--- config.mk ---
export PLATFORM = sky130hd
export DESIGN_NAME = pipe_drain_fifo
export DESIGN_NICKNAME = d
export VERILOG_FILES = /design/src/rtl/pipe_drain_fifo.sv
export SDC_FILE = /design/constraint.sdc
export NUM_CORES = 1
export LEC_CHECK = 0
export BUFFER_PORTS_ARGS = -buffer_cell sky130_fd_sc_hd__clkbuf_2
export CAP_MARGIN = 25
export CORE_UTILIZATION = 32
export CTS_CLUSTER_DIAMETER = 80
export DETAILED_ROUTE_END_ITERATION = 7
export SYNTH_ARGS = -nofsm -noshare
export SYNTH_HDL_FRONTEND = slang
export SYNTH_SLANG_ARGS = --single-unit
--- constraint.sdc ---
create_clock -name clk -period 2 [get_ports clk]
set_clock_uncertainty 0.2 [all_clocks]
set_input_delay 0.2 -clock clk [delete_from_list [all_inputs] [get_ports clk]]
set_output_delay 0.2 -clock clk [all_outputs]
set_load 0.05 [all_outputs]
--- src/rtl/pipe_drain_fifo.sv ---
// -----------------------------------------------------------------------------
// pipe_drain_fifo
//
// Elastic capture buffer that sits after the free-running arithmetic pipelines.
// The upstream pipelines cannot stall, so every valid result is captured when
// there is room for it. Results leave through a valid/ready handshake.
// almost_full gives issue logic an early warning so it can stop launching
// operations. overflow is a sticky flag that records a result lost to a full
// buffer.
//
// Ports:
//   clk           clock, all state updates on the rising edge
//   rst_n         asynchronous active-low reset
//   in_valid      pipeline result valid this cycle (no backpressure)
//   in_data       pipeline result word
//   out_valid     head entry available
//   out_ready     consumer takes the head entry this cycle
//   out_data      head entry
//   almost_full   occupancy >= DEPTH - AFULL_MARGIN
//   count         current occupancy, 0..DEPTH
//   overflow      sticky, a result was dropped
//   clr_overflow  synchronous clear of overflow (a drop in the same cycle wins)
// -----------------------------------------------------------------------------
module pipe_drain_fifo #(
    parameter int WIDTH        = 32,
    parameter int DEPTH        = 4,
    parameter int AFULL_MARGIN = 2
) (
    input  logic                     clk,
    input  logic                     rst_n,
    input  logic                     in_valid,
    input  logic [WIDTH-1:0]         in_data,
    output logic                     out_valid,
    input  logic                     out_ready,
    output logic [WIDTH-1:0]         out_data,
    output logic                     almost_full,
    output logic [$clog2(DEPTH):0]   count,
    output logic                     overflow,
    input  logic                     clr_overflow
);

    localparam int PW       = $clog2(DEPTH);
    localparam int CW       = PW + 1;
    localparam int AF_LEVEL = DEPTH - AFULL_MARGIN;

    logic [WIDTH-1:0] mem_q [DEPTH];
    logic [PW-1:0]    wr_ptr_q, wr_ptr_d;
    logic [PW-1:0]    rd_ptr_q, rd_ptr_d;
    logic [CW-1:0]    count_q,  count_d;
    logic             overflow_q, overflow_d;

    logic push;
    logic pop;
    logic drop;

    // A full buffer can still accept a word when the head leaves in the same
    // cycle, because the slot being read is the one the write pointer targets.
    assign pop  = (count_q != '0) && out_ready;
    assign push = in_valid && ((count_q < CW'(DEPTH)) || pop);
    assign drop = in_valid && !push;

    always_comb begin
        // NOTE: every signal driven here gets a default first, so no path can
        // leave it unassigned and infer a latch.
        wr_ptr_d   = wr_ptr_q;
        rd_ptr_d   = rd_ptr_q;
        count_d    = count_q;
        overflow_d = overflow_q;

        // DEPTH is a power of two, so the pointers wrap naturally.
        if (push) wr_ptr_d = wr_ptr_q + PW'(1);
        if (pop)  rd_ptr_d = rd_ptr_q + PW'(1);

        case ({push, pop})
            2'b10:   count_d = count_q + CW'(1);
            2'b01:   count_d = count_q - CW'(1);
            default: count_d = count_q;
        endcase

        // Set has priority over clear, so a drop is never hidden by a clear.
        if (drop)              overflow_d = 1'b1;
        else if (clr_overflow) overflow_d = 1'b0;
    end

    // NOTE: state uses non-blocking assignments so every register samples
    // the values from before the edge, whatever order the statements run in.
    always_ff @(posedge clk or negedge rst_n) begin
        if (!rst_n) begin
            wr_ptr_q   <= '0;
            rd_ptr_q   <= '0;
            count_q    <= '0;
            overflow_q <= 1'b0;
        end else begin
            wr_ptr_q   <= wr_ptr_d;
            rd_ptr_q   <= rd_ptr_d;
            count_q    <= count_d;
            overflow_q <= overflow_d;
        end
    end

    // NOTE: the storage array is reset on purpose. After a reset out_data must
    // read zero and must not show stale words. That costs a reset on each
    // storage flop, which is acceptable at this depth.
    always_ff @(posedge clk or negedge rst_n) begin
        if (!rst_n) begin
            for (int i = 0; i < DEPTH; i++) mem_q[i] <= '0;
        end else if (push) begin
            mem_q[wr_ptr_q] <= in_data;
        end
    end

    // All outputs come from registers. No path runs from in_* to the outputs,
    // so a word written into an empty buffer shows up one cycle later.
    assign out_valid   = (count_q != '0);
    assign out_data    = mem_q[rd_ptr_q];
    assign count       = count_q;
    assign almost_full = (count_q >= CW'(AF_LEVEL));
    assign overflow    = overflow_q;

endmodule

==> results.txt <==
The width of the chip was 145.6 um; the average wire per standard cell was 18.22 um. The share of the clock period used by the worst path was 110.8%. Sorting the synthesized cells by how often they occur yields 136 x sky130_fd_sc_hd__dfrtp_1, 120 x sky130_fd_sc_hd__mux2_4, 32 x sky130_fd_sc_hd__mux4_2. Once the floorplan was initialized, standard cells occupied 32.63% of the core.

The y dimension of the die was 145.6 um; the clock latency reported for the late side of the worst-skew pair was 0.41 ns. The async set or reset register ratio after synthesis was 100.0%. The routed design has 13920 um of wire. Summed over all layers, the global routing overflow is 0. The maximum fanout along the worst path was 10; the post-synthesis register bit count was 136. The number of nets handed over by synthesis was 396. Final worst slack: -0.2163 ns. The root buffer cell chosen for the clock tree is sky130_fd_sc_hd__clkbuf_16. Clock tree synthesis found a total of 136 sinks. The area inside the core boundary is 20230 um^2.

The slowest stage of the critical path belongs to the cell sky130_fd_sc_hd__mux4_2. For the largest net degree at the start of global routing, the log shows 51. The flow ran to the end, but the final reports show violations.

In this run the number of H-tree levels came out at 4. The transition time at the pin with the least slew margin is 0.5085 ns. Main flop type after synthesis: sky130_fd_sc_hd__dfrtp_1.

Count of buffers inserted at the top-level ports: 74. The worst setup path is launched from a register. The run gives 0 as the final-report max-slew violation count. The worst path needs 2.216 ns of the cycle, external delays included. 0 antenna diodes ended up in the layout.

The startpoint identified for the worst register-to-register timing path is count[2]. Wire length of the first global-routing pass: 22830 um. The most common cell in the synthesized netlist is sky130_fd_sc_hd__dfrtp_1. The worst slew slack as a fraction of its limit came out at 66.10%. Setup repair after global routing could not meet its margin everywhere. By area the synthesized netlist is led by sky130_fd_sc_hd__dfrtp_1 52%, sky130_fd_sc_hd__mux2_4 27%, sky130_fd_sc_hd__mux4_2 11%. The delay of the slowest cell on the worst path was 0.55 ns. The die covers 21210 um^2. The critical path in this run is classified as register to output pin. Summing over every cut layer, the via total after detailed routing is 3455. In this run the cell area of the synthesized design comes to 6603 um^2.

The average instance area after synthesis is 18.70 um^2, and the DRC violation total after the first TritonRoute iteration is 67. The worst setup path is captured at an output pin. For the total DRC errors in the routed layout, the log shows 0. The via-per-instance ratio was 4.522. The final reports fail on setup timing. TritonCTS built the clock tree. The critical path startpoint was rd_ptr_q[0]. Row generation in the floorplan step produced 52 rows.

The buffer and inverter count on the worst path was 3. The number of nets in the layout was 524; the fmax was 451.2 MHz. Of the synthesized area, sequential elements account for 51.54%.

Worst hold-check path type: input pin to async pin. The count of nets left with antenna violations once routing finished came out at 0. The count of endpoints failing setup in the final report is 32.

The logs give 0.6390 for the global placer's final weighted congestion and 23 for the post-synthesis cell type count. STA puts the critical path data required time at 1.60 ns. The number of antenna violations at the first check in global routing was 0; the cell count after placement was 687.

For the estimated wirelength of the detail-placed design, the log shows 8407 um. The detailed-routing iteration count for the pre-antenna-repair pass is 4. The library cell with the largest summed area after synthesis was sky130_fd_sc_hd__dfrtp_1. The synthesized instance count came out at 353.

The post-route netlist has 61.74% of its cells at a drive strength greater than 1. Number of global-route vias before repair: 4036. The run gives 2 as the number of buffers on the longest clock path.

In this design, the largest share of critical-path delay is due to multiplexers. The Yosys step of the flow raised 0 warnings. Clock-pin slew was measured on the worst setup and hold paths at 0.06 ns. The tool flagged a number of max-cap violations equal to 0. The number of synthesized flops with an enable pin was 0; the final instance count without filler cells was 764.

Counting stages on the worst path, the most repeated cell is sky130_fd_sc_hd__buf_12. Traced cell by cell, the critical path runs through buf_12 > buf_12 > mux4_2 > buf_8. The capture point of the worst reg-to-reg path was count[2]. The tightest hold path in the finished design has a slack of 0.1119 ns. The run gives 43.38% as the utilization after layout. The area added between synthesis and finish is 32.94%, and the area share of the largest cell type after synthesis is 51.54%. The number of fillers in the final layout is 1756.

For this run, the total global-route usage over all layers was measured as 13.98%. Buffers inserted during clock tree synthesis total 17. For the worst flop-to-flop path, the logic depth is 7. For the arrival time at the worst endpoint, the log shows 1.82 ns. For this design the top-level I/O count stands at 75. The logs give 0.11 ns for the minimum setup slack among reg-to-reg paths and 0 for the number of hold violations in the final report.
-- metal layers --
layer	vias to the layer above	global-route usage, %	wire, um
li1	1548	-	-
met1	1834	17.91	6270
met2	58	23.39	7111
met3	15	2.978	348
met4	0	4.947	188
met5	-	0	0
-- registers in the layout (all words and copies together), names as in the netlist --
register / flops
rd_ptr_q: 2
mem_q: 128
count: 3
overflow: 1
wr_ptr_q: 2
-- logic make-up (layout without fill, tap and decap cells) --
| kind of cell | after synthesis | after routing | synth area share, % |
|---|---|---|---|
| DFF | 136 | 136 | 51.54 |
| buffers and inverters | 31 | 172 | 5.382 |
| muxes | 162 | 162 | 39.89 |
| and+or+nand+nor | 10 | 10 | 0.8907 |
| xor gates and xnor gates | 6 | 6 | 0.7961 |
| AOI/OAI and AO/OA | 2 | 2 | 0.2464 |
| adders and majority gates | 6 | 6 | 1.251 |
-- layout by cell type (no fill, tap or decap), types with 2 or more instances in the layout --
| master | n |
|---|---|
| sky130_fd_sc_hd__and3_2 | 4 |
| sky130_fd_sc_hd__clkbuf_16 | 19 |
| sky130_fd_sc_hd__buf_12 | 14 |
| sky130_fd_sc_hd__mux4_2 | 32 |
| sky130_fd_sc_hd__clkinvlp_4 | 2 |
| sky130_fd_sc_hd__ha_1 | 4 |
| sky130_fd_sc_hd__inv_6 | 2 |
| sky130_fd_sc_hd__clkinv_4 | 3 |
| sky130_fd_sc_hd__mux2_2 | 9 |
| sky130_fd_sc_hd__bufinv_16 | 6 |
| sky130_fd_sc_hd__buf_8 | 29 |
| sky130_fd_sc_hd__mux2_4 | 120 |
| sky130_fd_sc_hd__dlygate4sd3_1 | 37 |
| sky130_fd_sc_hd__clkbuf_8 | 3 |
| sky130_fd_sc_hd__buf_4 | 6 |
| sky130_fd_sc_hd__xnor2_1 | 3 |
| sky130_fd_sc_hd__buf_6 | 2 |
| sky130_fd_sc_hd__clkbuf_2 | 40 |
| sky130_fd_sc_hd__xor2_1 | 3 |
| sky130_fd_sc_hd__inv_1 | 7 |
| sky130_fd_sc_hd__dfrtp_2 | 5 |
| sky130_fd_sc_hd__clkinv_2 | 2 |
| sky130_fd_sc_hd__dfrtp_1 | 131 |
-- repair_timing --
action / in CTS / in global routing
resized for setup: 64 / 30
pin swaps: 0 / 3
hold buffers: 37 / 0
buffers inserted: 1 / 5
setup endpoints to repair: 32 / 33
hold endpoints to repair: 269 / 0
cloned: 0 / 3
-- stage by stage --
stage                     setup slack, ns  setup TNS [ns]  cell area, um^2
after global placement             0.1128               0             7300
after global routing              -0.2671          -7.968             8777
after detailed placement           0.1038               0             7300
after CTS                         -0.2520          -6.972             8632
after floorplan                   0.01564               0             6639
final                             -0.2163          -6.254             8777
-- layout make-up --
| class | instances | area (um^2) | share of cell area, % |
|---|---|---|---|
| sequential | 136 | 3410 | 38.85 |
| inverter | 7 | 26.28 | 0.2994 |
| clock buffer | 17 | 425.4 | 4.847 |
| tap | 270 | 337.8 | 3.849 |
| clock inverter | 15 | 249.0 | 2.837 |
| multi-input combinational | 186 | 2884 | 32.86 |
| timing repair buffer | 133 | 1445 | 16.46 |
-- worst max-delay path by stage --
stage	end	slack, ns	cells after the start
4_1_cts	out_data[29]	-0.25	3
5_1_grt	out_data[23]	-0.27	4
3_5_place_dp	count[2]	0.10	8
3_3_place_gp	count[2]	0.11	7
2_1_floorplan	count[2]	0.02	8
6_report	out_data[23]	-0.22	4
Power is left out: the tool's default activity adds up to more than one toggle a clock period on the data nets, which glitch-free logic cannot reach.
